## src/rtl/bvurem_inv_search.sv

```systemverilog
// Sequential invertibility solver for unsigned-remainder constraints.
// Finds the smallest x such that (x urem s) REL t (pos=0) or (s urem x) REL t (pos=1).
// Each candidate takes one LOAD cycle and WIDTH restoring-division cycles.
// The relation compare is folded into the last division step.
module bvurem_inv_search #(
    parameter int WIDTH = 4
) (
    input  logic             clk,
    input  logic             rst_n,
    input  logic             in_valid,
    output logic             in_ready,
    input  logic [WIDTH-1:0] in_s,
    input  logic [WIDTH-1:0] in_t,
    input  logic [1:0]       in_rel,
    input  logic             in_pos,
    output logic             out_valid,
    input  logic             out_ready,
    output logic             out_found,
    output logic [WIDTH-1:0] out_x,
    output logic [WIDTH-1:0] out_rem
);

    localparam int CW = $clog2(WIDTH);
    localparam logic [CW-1:0]  LAST_STEP = CW'(WIDTH - 1);
    localparam logic [WIDTH:0] LAST_CAND = {1'b0, {WIDTH{1'b1}}};

    typedef enum logic [1:0] {
        S_IDLE,
        S_LOAD,
        S_DIV,
        S_DONE
    } state_e;

    typedef enum logic [1:0] {
        REL_SLE = 2'd0,
        REL_SLT = 2'd1,
        REL_ULE = 2'd2,
        REL_ULT = 2'd3
    } rel_e;

    state_e           state_q, state_d;
    logic [WIDTH-1:0] s_q, s_d;
    logic [WIDTH-1:0] t_q, t_d;
    rel_e             rel_q, rel_d;
    logic             pos_q, pos_d;
    // One bit wider than x so the terminal candidate never wraps to zero.
    logic [WIDTH:0]   cand_q, cand_d;
    // Dividend shifts left each step; the quotient bits fill in from the LSB.
    logic [WIDTH-1:0] dvd_q, dvd_d;
    logic [WIDTH-1:0] dvs_q, dvs_d;
    logic [WIDTH-1:0] rem_q, rem_d;
    logic [CW-1:0]    step_q, step_d;
    logic             found_q, found_d;
    logic [WIDTH-1:0] x_q, x_d;
    logic [WIDTH-1:0] res_rem_q, res_rem_d;

    logic [WIDTH:0]   trial;
    logic [WIDTH:0]   dvs_ext;
    logic [WIDTH-1:0] diff;
    logic             q_bit;
    logic [WIDTH-1:0] rem_step;
    logic [WIDTH-1:0] dividend_orig;
    logic [WIDTH-1:0] rem_final;
    logic             sat;

    // Restoring-division step, divide-by-zero override and relation check.
    always_comb begin
        trial         = {rem_q, dvd_q[WIDTH-1]};
        dvs_ext       = {1'b0, dvs_q};
        q_bit         = (trial >= dvs_ext);
        // When the subtraction is taken the result is below the divisor,
        // so the low WIDTH bits of the difference are exact.
        diff          = trial[WIDTH-1:0] - dvs_q;
        rem_step      = q_bit ? diff : trial[WIDTH-1:0];
        dividend_orig = pos_q ? s_q : cand_q[WIDTH-1:0];
        rem_final     = (dvs_q == '0) ? dividend_orig : rem_step;
        sat           = 1'b0;
        unique case (rel_q)
            REL_SLE: sat = ($signed(rem_final) <= $signed(t_q));
            REL_SLT: sat = ($signed(rem_final) <  $signed(t_q));
            REL_ULE: sat = (rem_final <= t_q);
            REL_ULT: sat = (rem_final <  t_q);
        endcase
    end

    // Next-state and datapath register updates for the search FSM.
    always_comb begin
        // NOTE: every _d starts as its _q so no path through this block leaves
        // a signal unassigned, which would otherwise infer a latch.
        state_d   = state_q;
        s_d       = s_q;
        t_d       = t_q;
        rel_d     = rel_q;
        pos_d     = pos_q;
        cand_d    = cand_q;
        dvd_d     = dvd_q;
        dvs_d     = dvs_q;
        rem_d     = rem_q;
        step_d    = step_q;
        found_d   = found_q;
        x_d       = x_q;
        res_rem_d = res_rem_q;

        unique case (state_q)
            S_IDLE: begin
                if (in_valid) begin
                    s_d     = in_s;
                    t_d     = in_t;
                    rel_d   = rel_e'(in_rel);
                    pos_d   = in_pos;
                    cand_d  = '0;
                    state_d = S_LOAD;
                end
            end
            S_LOAD: begin
                dvd_d   = pos_q ? s_q : cand_q[WIDTH-1:0];
                dvs_d   = pos_q ? cand_q[WIDTH-1:0] : s_q;
                rem_d   = '0;
                step_d  = '0;
                state_d = S_DIV;
            end
            S_DIV: begin
                rem_d  = rem_step;
                dvd_d  = {dvd_q[WIDTH-2:0], q_bit};
                step_d = step_q + CW'(1);
                if (step_q == LAST_STEP) begin
                    if (sat) begin
                        found_d   = 1'b1;
                        x_d       = cand_q[WIDTH-1:0];
                        res_rem_d = rem_final;
                        state_d   = S_DONE;
                    end else if (cand_q == LAST_CAND) begin
                        found_d   = 1'b0;
                        x_d       = '0;
                        res_rem_d = '0;
                        state_d   = S_DONE;
                    end else begin
                        cand_d  = cand_q + (WIDTH+1)'(1);
                        state_d = S_LOAD;
                    end
                end
            end
            S_DONE: begin
                if (out_ready) begin
                    state_d = S_IDLE;
                end
            end
        endcase
    end

    // State and datapath registers; reset aborts any search in flight.
    always_ff @(posedge clk or negedge rst_n) begin
        if (!rst_n) begin
            state_q   <= S_IDLE;
            s_q       <= '0;
            t_q       <= '0;
            rel_q     <= REL_SLE;
            pos_q     <= 1'b0;
            cand_q    <= '0;
            dvd_q     <= '0;
            dvs_q     <= '0;
            rem_q     <= '0;
            step_q    <= '0;
            found_q   <= 1'b0;
            x_q       <= '0;
            res_rem_q <= '0;
        end else begin
            // NOTE: non-blocking assignments so every register samples the
            // values from before this edge, independent of statement order.
            state_q   <= state_d;
            s_q       <= s_d;
            t_q       <= t_d;
            rel_q     <= rel_d;
            pos_q     <= pos_d;
            cand_q    <= cand_d;
            dvd_q     <= dvd_d;
            dvs_q     <= dvs_d;
            rem_q     <= rem_d;
            step_q    <= step_d;
            found_q   <= found_d;
            x_q       <= x_d;
            res_rem_q <= res_rem_d;
        end
    end

    assign in_ready  = (state_q == S_IDLE);
    assign out_valid = (state_q == S_DONE);
    assign out_found = found_q;
    assign out_x     = x_q;
    assign out_rem   = res_rem_q;

endmodule
```

## config.mk

```make
export PLATFORM = sky130hd
export DESIGN_NAME = bvurem_inv_search
export DESIGN_NICKNAME = d
export VERILOG_FILES = /design/src/rtl/bvurem_inv_search.sv
export SDC_FILE = /design/constraint.sdc
export NUM_CORES = 1
export LEC_CHECK = 0
export ABC_CLOCK_PERIOD_IN_PS = 3800
export CORE_MARGIN = 2
export CORE_UTILIZATION = 35
export DETAILED_ROUTE_END_ITERATION = 10
export PLACE_DENSITY = 0.56
export SYNTH_ARGS = -nofsm -noshare
export SYNTH_HDL_FRONTEND = slang
export SYNTH_SLANG_ARGS = --single-unit
```

## constraint.sdc

```tcl
create_clock -name clk -period 3.8 [get_ports clk]
set_input_delay 0.57 -clock clk [delete_from_list [all_inputs] [get_ports clk]]
set_output_delay 0.57 -clock clk [all_outputs]
set_load 0.05 [all_outputs]
```

Yosys cells after proc, flatten, opt, wreduce, memory -nomap -nowiden:

Index checks and enable logic that the tools add are counted.

* $add $sub $neg: 3
* order comparisons: 5
* multiplexer cells: 24
* equal/unequal tests: 13
* reductions and logical operators: 10

Operators by type and width (count)
* two-way mux 4 bit: 7
* two-way mux 5 bit: 4
* case mux 4 bit (2 select lines): 2
* == test 2 bit (second input constant): 5
* two-way mux 2 bit: 5
* case mux 5 bit (2 select lines): 1
* <= comparator 4 bit: 2
* < comparator 4 bit: 2
* inequality test 2 bit (second input constant): 4
* case mux 2 bit (4 select lines): 1
* AND reduction 3 bit: 2
* nonzero test 2 bit: 3
* adder 5 x 1 -> 5 bit (second input constant): 1
* == test 5 x 4 -> 1 bit (second input constant): 1
* >= comparator 5 x 4 -> 1 bit: 1
* AND reduction 5 bit: 1
* == test 2 x 1 -> 1 bit (second input constant): 2
* zero test 2 bit: 2
* zero test 4 bit: 1
* case mux 1 bit (4 select lines): 1
* case mux 2 bit (2 select lines): 1
* subtractor 4 bit: 1
* adder 2 x 1 -> 2 bit (second input constant): 1
* two-way mux 1 bit: 2
* 2 further kinds: 2

* input port bits: 15
* register bits after elaboration: 41
* word-level logic and storage cells: 68

Longest topological paths before layout:

* depth after elaboration: 8
* gate-level depth with buffers: 15
* depth with buffers taken out: 14

Worst setup path before layout:

No wires, ideal clock.

* kind: register to register
* from: register dvs_q[1]
* to: register res_rem_q[1] (netlist: out_rem[1])
* stages on the path, launching flop included: 13
* buffers on the path: 0
* data required time: 3679 ps
* path slack: 659 ps
* data arrival time: 3020 ps
* cell sequence: dfrtp_1 > inv_1 > ha_1 > nor2b_1 > o311a_4 > o31ai_1 > a21oi_1 > ha_1 > a211o_1 > o211ai_1 > and2_4 > nand3_2 > a22o_1

* cells in the longest elaborated chain, start to end: 7
* elaborated cells between the ends (all ways): 13
* classes of those cells: 1 x add/sub; 5 x order compare; 4 x mux; 3 x reduce/logical

Ends and longest elaborated chain
* start, declared: line 50 `logic [WIDTH-1:0] dvs_q, dvs_d;`
* start signal, assigned: line 177 `dvs_q <= dvs_d;`
* subtractor 4 bit / >= comparator 5 x 4 -> 1 bit (equally long branches): line 73, 70
* two-way mux 4 bit: line 74 `rem_step = q_bit ? diff : trial[WIDTH-1:0];`
* two-way mux 4 bit *: line 76 `rem_final = (dvs_q == '0) ? dividend_orig : rem_step;`
* < comparator 4 bit, or another cell as far along: line 82 `REL_ULT: sat = (rem_final < t_q);`
* case mux 1 bit (4 select lines): line 78 `unique case (rel_q)`
* nonzero test 2 bit (no line)
* AND reduction 3 bit (no line)
* end signal, assigned: line 182 `res_rem_q <= res_rem_d;`
* end, declared: line 55 `logic [WIDTH-1:0] res_rem_q, res_rem_d;`

Mark *: on every way between the ends. The rest lies on a longest branch, timed or not.
A chain may end at the register's enable or synchronous reset.

Worst setup path after layout:

Same ends and word-level chain as after synthesis.

==> reports/qor.yml <==
wl_per_cell_um: 15.7
ctsResizeCount: 0
fin_crit_ns: 3.52
end_kind: "flip-flop"
drive_gt1_frac: 0.134
synth_top_cells_by_count: "dfrtp_1 (41), inv_1 (21), nand2_1 (19)"
ys.flop_type: "dfrtp_1"
path_cells: "inv_1, ha_1, nor2b_1, o311a_4, o31ai_1, a21oi_1, ha_1, a211o_1, o211ai_1, and2_4, nand3_2, a22o_1"
synth_edf_count: 0
post_synth.cell_area_avg_um2: 10.5
synth_top_area_frac: 0.444
postCtsHoldBufs: 0
whs_ns: 0.392
syn2layout_area_growth_pct: 18.6
routabilityCongestion: 0.844
clock_latency_ns: 0.30
grt.total_usage: 0.154
finClkSkew_ns: 0.00522
period_share: 0.927
antenna_found_initial: 0
max_freq_mhz: 284
cts_tree: "built"
dp_hpwl_mm: 3.71
initialDrtViolationCount: 92
ios: 26
clk_path_buf_depth: 2
crit_type: "flip-flop to flip-flop"
slew_headroom: 0.396
fin_nets: 277
grt_pass1_vias: 1695
htreeDepth: 2
fin_setup_tns_ns: 0
ys_top_cells_by_area: "dfrtp_1 (44%), ha_1 (8.1%), mux2_2 (7.3%)"
p_leak_nw: 1.21
outcome: "completed"
ys_warn_count: 0
post_cts_buffers: 0
setup_violations: 0
final_max_slew_viol_count: 0
diodes: 0
grt_max_degree: 42
ys_types: 49
die_h_um: 85.3
dr.pass1.iters: 4
ir_drop_mv: 0.614
required_ns: 3.99
powerDensity_nw_per_um2: 1030
via_per_inst: 5.26
worst_pin_slew_ns: 0.906
cp-start-kind: "flip-flop"
ant_nets: 0
initial_core_util: 0.364
final_util: 0.432
drc: 0
cts.sinks: 41
grt_pass1_wl_mm: 8.56
clkSlewWorstSetupHoldPaths_ns: 0.08
yosysSeqAreaShare: 0.444
cts_made_buffers: 5
arrival_ns: 3.71
syn_nets: 252
crit_top_cell: "ha_1"
ys_ff_latch: 41
overflow: 0
min_path_type: "primary input to async pin"
cp_slowest_cell: "dfrtp_1"
finalHoldViolCount: 0
synthCells: 221
vias: 1705
async_reset_ff_frac: 1.00
power_w: 0.00281
ctsRootBufferMaster: "clkbuf_8"
synth.most_common_cell: "dfrtp_1"
die_w_um: 85.3
crit_fanout: 9
rsz0062_at_grt: "no"
max_stage_delay_ns: 0.40
coreArea_um2: 6350
die-area_um2: 7270
totalWireLength_mm: 5.10
port_buffers: 25
placementRows: 29
syn_area_um2: 2310
drv_cap: 0
synth_top_cell_by_area: "dfrtp_1"
==> cell usage in the layout, fill, tap and decap left out, types with 2 or more instances in the layout <==
cell,n
nand3_1,5
o21ai_0,13
dfrtp_1,41
o41ai_1,2
or3_1,2
nor3_1,2
a21o_1,2
inv_1,21
o311ai_0,2
nor2b_1,2
or2_2,2
mux2_2,15
nor2_1,8
a21oi_1,11
a22o_1,6
o31ai_1,2
nand2_1,19
nand4b_1,2
o211ai_1,6
clkbuf_8,6
nand3b_1,2
mux2i_1,8
ha_1,15
nand2b_1,3
clkdlybuf4s50_1,24
==> flip-flops by register name, indices dropped and copies added, names as in the netlist, 2 cells and up <==
register / cells
dvs_q: 4
out_rem: 4
s_q: 4
step_q: 2
cand_q: 5
rel_q: 2
t_q: 4
state_q: 2
rem_q: 4
dvd_q: 4
out_x: 4
==> critical path: cells and delay by family (launching register included) <==
kind                       cells  cell delay, ns
AOI/OAI and AO/OA              6            1.72
adders and majority gates      2            0.61
and+or+nand+nor                3            0.58
DFF                            1            0.40
buffers and inverters          1            0.10
==> final timing paths <==
check / depth (start not counted) / start / slack [ns] / endpoint
max: 12 / dvs_q[1] / 0.28 / out_rem[1]
min: 1 / rst_n / 0.39 / step_q[0]
max reg2reg: 12 / dvs_q[1] / 0.28 / out_rem[1]
min reg2reg: 1 / out_found / 0.50 / out_found
max in group asynchronous: 1 / rst_n / 2.85 / dvs_q[0]
min in group clk: 1 / out_found / 0.50 / out_found
==> routing by layer <==
metal / track usage / part of all wire / vias to the layer above / wire length [um]
met1: 0.223 / 0.52 / 818 / 2640
met3: 0.0409 / 0.031 / 5 / 156
met5: 0 / 0 / - / 0
li1: - / - / 853 / -
met4: 0.0476 / 0.011 / 0 / 57
met2: 0.224 / 0.44 / 29 / 2250
==> final cells by class <==
class / count / area (um^2)
inverters: 21 / 78.8
clock buffers: 7 / 86.3
multi-input cells: 152 / 1180
well taps: 77 / 96.3
flip-flops and latches: 41 / 1030
fillers: 606 / 3610
clock inverters: 1 / 30.0
repair buffers: 25 / 245
==> cell families after synthesis <==
family / Yosys count / synth area share
adder cells (fa/ha/maj): 16 / 0.0899
AND/OR/NAND/NOR: 56 / 0.131
XOR/XNOR: 2 / 0.00758
multiplexers: 23 / 0.108
AO/OA/AOI/OAI: 55 / 0.173
buffers and inverters: 28 / 0.0466
flip-flops: 41 / 0.444
==> metrics by stage <==
stage          setup slack, ns  cells  instance area (um^2)
3_3_place_gp             0.380    316                  2620
3_5_place_dp             0.296    316                  2620
2_1_floorplan            0.659    221                  2310
4_1_cts                  0.282    324                  2740
5_1_grt                 0.0534    324                  2740
6_report                 0.278    324                  2740
==> report_power, final <==
part	switching, W	total, W	leakage, nW	internal [W]
clock	0.000157	0.000372	0.0585	0.000214
sequential	0.000173	0.000790	0.511	0.000617
combinational	0.000939	0.00165	0.642	0.000715
total	0.00127	0.00281	1.21	0.00155
No activity file was read; power rests on OpenSTA's default activity.
